[src/rtl/leds_controller.sv]
// rtl/leds_controller.sv - memory-mapped LED value/mode/blink-period registers
// with a hardware blink engine driving the board LEDs.
module leds_controller #(
  parameter int          LED_WIDTH        = 16,
  parameter logic [31:0] BLINK_PERIOD_RST = 32'd10_000_000
) (
  input  logic                 clk_i,
  input  logic                 arstn_i,
  input  logic                 we_i,
  input  logic [31:0]          addr_i,
  input  logic [31:0]          wdata_i,
  output logic [31:0]          rdata_o,
  output logic [LED_WIDTH-1:0] led_o
);

  localparam logic [2:0] SEL_VAL    = 3'd0;
  localparam logic [2:0] SEL_MODE   = 3'd1;
  localparam logic [2:0] SEL_PERIOD = 3'd2;
  localparam logic [2:0] SEL_RST    = 3'd3;
  localparam logic [2:0] SEL_STATUS = 3'd4;

  logic [LED_WIDTH-1:0] led_val_q, led_val_d;
  logic                 blink_en_q, blink_en_d;
  logic [31:0]          period_q, period_d;
  logic [31:0]          cnt_q, cnt_d;
  logic                 phase_q, phase_d;
  logic [31:0]          cnt_last;
  logic [2:0]           reg_sel;
  logic                 unused_addr_bits;

  assign reg_sel          = addr_i[4:2];
  assign unused_addr_bits = ^{addr_i[31:5], addr_i[1:0]};

  // A programmed period of 0 behaves as 1, so the wrap point is never below 0.
  assign cnt_last = (period_q == 32'd0) ? 32'd0 : period_q - 32'd1;

  always_comb begin
    led_val_d  = led_val_q;
    blink_en_d = blink_en_q;
    period_d   = period_q;
    cnt_d      = cnt_q;
    phase_d    = phase_q;

    if (blink_en_q) begin
      if (cnt_q == cnt_last) begin
        cnt_d   = 32'd0;
        phase_d = ~phase_q;
      end else begin
        cnt_d = cnt_q + 32'd1;
      end
    end else begin
      cnt_d   = 32'd0;
      phase_d = 1'b1;
    end

    // Register writes override the free-running blink update above.
    if (we_i) begin
      case (reg_sel)
        SEL_VAL: led_val_d = wdata_i[LED_WIDTH-1:0];
        SEL_MODE: begin
          blink_en_d = wdata_i[0];
          cnt_d      = 32'd0;
          phase_d    = 1'b1;
        end
        SEL_PERIOD: begin
          period_d = wdata_i;
          cnt_d    = 32'd0;
          phase_d  = 1'b1;
        end
        SEL_RST: begin
          if (wdata_i[0]) begin
            led_val_d  = '0;
            blink_en_d = 1'b0;
            period_d   = BLINK_PERIOD_RST;
            cnt_d      = 32'd0;
            phase_d    = 1'b1;
          end
        end
        default: ;
      endcase
    end
  end

  always_ff @(posedge clk_i or negedge arstn_i) begin
    if (!arstn_i) begin
      led_val_q  <= '0;
      blink_en_q <= 1'b0;
      period_q   <= BLINK_PERIOD_RST;
      cnt_q      <= 32'd0;
      phase_q    <= 1'b1;
    end else begin
      led_val_q  <= led_val_d;
      blink_en_q <= blink_en_d;
      period_q   <= period_d;
      cnt_q      <= cnt_d;
      phase_q    <= phase_d;
    end
  end

  always_comb begin
    rdata_o = 32'd0;
    case (reg_sel)
      SEL_VAL:    rdata_o = 32'(led_val_q);
      SEL_MODE:   rdata_o = {31'd0, blink_en_q};
      SEL_PERIOD: rdata_o = period_q;
      SEL_STATUS: rdata_o = {31'd0, phase_q};
      default:    rdata_o = 32'd0;
    endcase
  end

  assign led_o = phase_q ? led_val_q : '0;

endmodule

[config.mk]
export PLATFORM = sky130hd
export DESIGN_NAME = leds_controller
export DESIGN_NICKNAME = d
export VERILOG_FILES = /design/src/rtl/leds_controller.sv
export SDC_FILE = /design/constraint.sdc
export NUM_CORES = 1
export LEC_CHECK = 0
export BUFFER_PORTS_ARGS = -buffer_cell sky130_fd_sc_hd__buf_2
export CAP_MARGIN = 30
export CORE_UTILIZATION = 53
export DETAILED_ROUTE_END_ITERATION = 10
export PLACE_DENSITY = 0.78
export SYNTH_ARGS = -nofsm -noshare
export SYNTH_HDL_FRONTEND = slang
export SYNTH_SLANG_ARGS = --single-unit
[constraint.sdc]
create_clock -name clk_i -period 3.6 [get_ports clk_i]
set_input_delay 0.72 -clock clk_i [delete_from_list [all_inputs] [get_ports clk_i]]
set_output_delay 0.72 -clock clk_i [all_outputs]
set_load 0.05 [all_outputs]
==> flow_summary_export.csv <==
group,metric,value,unit
logic_synthesis,ys_seq_elements,82,
detailed_routing,drc_errors,0,
global_routing,grt_pass1_vias,4637,
setup_path,rr_startpoint,"period_q[0]$_DFFE_PN0P_",
global_routing,gr-total-overflow,0,
placed_design,place.detailed.instances,853,
timing,max_freq,0.293,GHz
setup_path,timing.setup.critical_path_class,"flop to flop",
cts,cts_setup_buffers,0,
global_routing,antenna_found_initial,0,
job,max_cap_violations,0,
global_routing,global_route_wire_length_before_repair,23.6,mm
timing,final.period_utilization,94.8,%
final_layout,area_delta_synth_final,16.3,%
logic_synthesis,portion_of_synthesized_cell_area_occupied_by_the_leading_cell_type,33.8,%
setup_path,rr_endpoint,"cnt_q[28]$_DFF_PN0_",
timing,rsz0062_at_grt,"false",
detailed_routing,wl,14.8,mm
cts,clock_tree.buffer_depth,2,
cts,cts-buffers-inserted,9,
logic_synthesis,postSynth.asyncResetShare,100,%
timing,hold_viol_final,0,
pwr,cellPowerDensity,469,nW/um^2
logic_synthesis,post_synth_inst_count,649,
cts,tritoncts_clock_tree,"done",
cts,cts_root_buffer,"sky130_fd_sc_hd__clkbuf_8",
detailed_routing,vias_per_cell,5.84,
floorplan,fp.coreArea,9820,um^2
logic_synthesis,synth_area_leader_cell,"sky130_fd_sc_hd__dfrtp_1",
detailed_routing,drt_iter0_markers,323,
timing,maxSlewViolCount,0,
cts,cts.reportedPaths.clkPinSlew,0.08,ns
placed_design,gpl.final_weighted_congestion,0.911,
logic_synthesis,sequential_cell_area_fraction_in_the_yosys_report,38.2,%
final_layout,final_layout_size_suffix_gt1_share,21.6,%
logic_synthesis,prevailing_post_synth_register_cell,"sky130_fd_sc_hd__dfrtp_1",
pwr,power.combinational.fraction,35.4,%
placed_design,io_buffer_count,85,
final_layout,final_design_instance_area_without_fill,6290,um^2
hold_path,timing.hold.worst.class,"input port to asynchronous set/reset pin",
floorplan,floorplan.rows,36,
timing,fin_worst_skew,0.0108,ns
pwr,seqPwrFrac,41.3,%
setup_path,critPathLaunchType,"flop",
setup_path,cp-end-kind,"flop",
final_layout,finalNonFillerCells,870,
pwr,internal_power,1.77,mW
cts,postCtsHoldBufs,0,
detailed_routing,dr_total_vias,5082,
setup_path,rr_worst_depth,14,
pwr,share_clk_of_total_power,23.3,%
setup_path,critPathMaxFanout,16,
logic_synthesis,synth.cell_area,5410,um^2
setup_path,origin_of_the_worst_setup_path,"period_q[0]$_DFFE_PN0P_",
pwr,power.leakage,2.76,nW
final_layout,antenna_cells,0,
cts,post_cts_resized,0,
detailed_routing,drtAntennaViolNets,0,
logic_synthesis,synth_top_cells_by_area,"sky130_fd_sc_hd__dfrtp_1 (34%), sky130_fd_sc_hd__nand2_1 (7.4%), sky130_fd_sc_hd__o21ai_0 (5.2%), sky130_fd_sc_hd__xnor2_1 (5.2%), sky130_fd_sc_hd__nor2_1 (4.6%)",
placed_design,post_dp_area,6040,um^2
global_routing,grt_start_max_net_pins,65,
logic_synthesis,synth.distinct_cells,66,
timing,final_period_minus_worst_setup_slack,3.41,ns
timing,worst_pin_slew,0.880,ns
setup_path,crit_arrival,3.69,ns
detailed_routing,wl_per_cell,17.0,um
final_layout,layout.filler_cells,894,
timing,timing.max_slew.rel_slack,41.2,%
timing,final-setup-viol-count,0,
setup_path,worst_ep_required_time,3.87,ns
pwr,switchingPower,1.17,mW
cts,cts_max_level,3,
floorplan,floorplan.initialDensity,55.1,%
logic_synthesis,number_of_flops_mapped_to_enable_cells_by_yosys,0,
pwr,sw_frac_of_total,39.8,%
logic_synthesis,post_synth.cell_area_avg,8.33,um^2
floorplan,die_w,103,um
placed_design,post-place-ws,0.133,ns
setup_path,reg2reg_setup_slack,0.19,ns
floorplan,floorplan.die_area,10600,um^2
timing,worst_hold_slack,0.311,ns
floorplan,die-height,103,um
floorplan,floorplan.io_pins,115,
timing,timing.setup.tns,0,ns
pwr,design_power_total,2.95,mW
cts,clock-sinks,82,
logic_synthesis,synth.net_count,718,
final_layout,finish.utilization,64.0,%
cts,clkLatencyLatePin,0.38,ns
pwr,ir_drop,0.000391,V
run_status,outcome,"finished clean",
global_routing,gr-usage-all-layers,29.5,%
logic_synthesis,yosysWarnings,0,
timing,layout_setup_ws,0.187,ns
placed_design,detailed_place_hpwl,10.9,mm
final_layout,nNetsFinal,801,
detailed_routing,drt_first_pass_iters,5,
## Yosys cell counts, types with 4 or more instances
cell type / number
sky130_fd_sc_hd__a21oi_1: 6
sky130_fd_sc_hd__a22o_1: 16
sky130_fd_sc_hd__a32oi_1: 5
sky130_fd_sc_hd__and2_1: 34
sky130_fd_sc_hd__and3_1: 11
sky130_fd_sc_hd__clkbuf_1: 31
sky130_fd_sc_hd__dfrtp_1: 73
sky130_fd_sc_hd__dfstp_2: 9
sky130_fd_sc_hd__inv_1: 13
sky130_fd_sc_hd__mux2i_1: 4
sky130_fd_sc_hd__nand2_1: 106
sky130_fd_sc_hd__nand2b_1: 4
sky130_fd_sc_hd__nand3_1: 19
sky130_fd_sc_hd__nand4_1: 16
sky130_fd_sc_hd__nor2_1: 66
sky130_fd_sc_hd__nor2b_1: 4
sky130_fd_sc_hd__nor3_1: 16
sky130_fd_sc_hd__nor3_2: 4
sky130_fd_sc_hd__nor4_1: 15
sky130_fd_sc_hd__o21ai_0: 56
sky130_fd_sc_hd__o31ai_1: 4
sky130_fd_sc_hd__or2_2: 4
sky130_fd_sc_hd__or3_1: 5
sky130_fd_sc_hd__or4_1: 4
sky130_fd_sc_hd__xnor2_1: 32
sky130_fd_sc_hd__xor2_1: 27
## cells in the final DEF, fill, tap and decap left out, types with 10 or more instances in the layout
cell type | netlist | layout
sky130_fd_sc_hd__nor4_1 | 15 | 13
sky130_fd_sc_hd__a22o_1 | 16 | 16
sky130_fd_sc_hd__xnor2_1 | 32 | 32
sky130_fd_sc_hd__nand4_1 | 16 | 16
sky130_fd_sc_hd__nand3_1 | 19 | 19
sky130_fd_sc_hd__nor2_1 | 66 | 66
sky130_fd_sc_hd__clkbuf_8 | 0 | 10
sky130_fd_sc_hd__buf_4 | 2 | 24
sky130_fd_sc_hd__o21ai_0 | 56 | 56
sky130_fd_sc_hd__buf_2 | 1 | 84
sky130_fd_sc_hd__dfrtp_1 | 73 | 73
sky130_fd_sc_hd__and3_1 | 11 | 11
sky130_fd_sc_hd__nand2_1 | 106 | 106
sky130_fd_sc_hd__inv_1 | 13 | 13
sky130_fd_sc_hd__and2_1 | 34 | 34
sky130_fd_sc_hd__nor3_1 | 16 | 16
sky130_fd_sc_hd__xor2_1 | 27 | 26
## critical path, stage by stage (launching register included)
cell                        delay, ns
sky130_fd_sc_hd__dfrtp_1         0.35
sky130_fd_sc_hd__inv_1           0.08
sky130_fd_sc_hd__ha_1            0.24
sky130_fd_sc_hd__nor4b_4         0.14
sky130_fd_sc_hd__buf_4           0.17
sky130_fd_sc_hd__and3_1          0.16
sky130_fd_sc_hd__nand3_2         0.07
sky130_fd_sc_hd__buf_4           0.18
sky130_fd_sc_hd__o221ai_1        0.11
sky130_fd_sc_hd__a2111oi_0       0.47
sky130_fd_sc_hd__a32oi_1         0.25
sky130_fd_sc_hd__or4b_4          0.59
sky130_fd_sc_hd__o21ai_4         0.22
sky130_fd_sc_hd__clkbuf_16       0.21
sky130_fd_sc_hd__nor2_1          0.05
## how the worst max path moves through the flow
stage | to | cells past startpoint
after floorplan | cnt_q[18]$_DFF_PN0_ | 11
after global placement | cnt_q[30]$_DFF_PN0_ | 11
after global routing | cnt_q[26]$_DFF_PN0_ | 14
final | cnt_q[28]$_DFF_PN0_ | 14
after detailed placement | cnt_q[29]$_DFF_PN0_ | 11
after CTS | cnt_q[27]$_DFF_PN0_ | 11
## power by group through the flow
stage,Clock [mW],Combinational [mW],Sequential (mW)
5_1_grt,0.733,1.14,1.24
4_1_cts,0.701,1.02,1.21
3_5_place_dp,0,1.02,1.23
2_1_floorplan,0,0.774,1.16
3_3_place_gp,0,0.990,1.22
6_report,0.686,1.04,1.22
## routing by layer
metal  share of wire [%]  global-route usage, %
met5                   0                      0
met4                 1.0                   7.15
met3                 7.5                   7.12
met2                  47                   46.7
met1                  45                   40.8
## sequential cells by signal, indices dropped and copies added (netlist names)
register	cells
phase_q	1
cnt_q	32
led_val_q	16
period_q	32
blink_en_q	1
## kinds of logic (layout without fill, tap and decap cells)
logic type | after synthesis | count (layout) | share of synthesized area, %
AOI/OAI and AO/OA | 123 | 123 | 15.6
xor gates and xnor gates | 59 | 59 | 9.56
buffers and inverters | 52 | 140 | 4.19
muxes | 4 | 4 | 0.740
adders and majority gates | 2 | 2 | 0.463
DFF | 82 | 82 | 38.2
and+or+nand+nor | 327 | 327 | 31.3
## final cells by class
type | instances | area (um^2) | area share (%)
clock inverters | 5 | 53.8 | 0.856
flip-flops and latches | 82 | 2060 | 32.8
inverters | 13 | 48.8 | 0.776
well taps | 133 | 166 | 2.65
multi-input cells | 515 | 3150 | 50.1
clock buffers | 11 | 141 | 2.25
repair buffers | 111 | 666 | 10.6
Note: power is estimated with default switching activity, not from simulation.
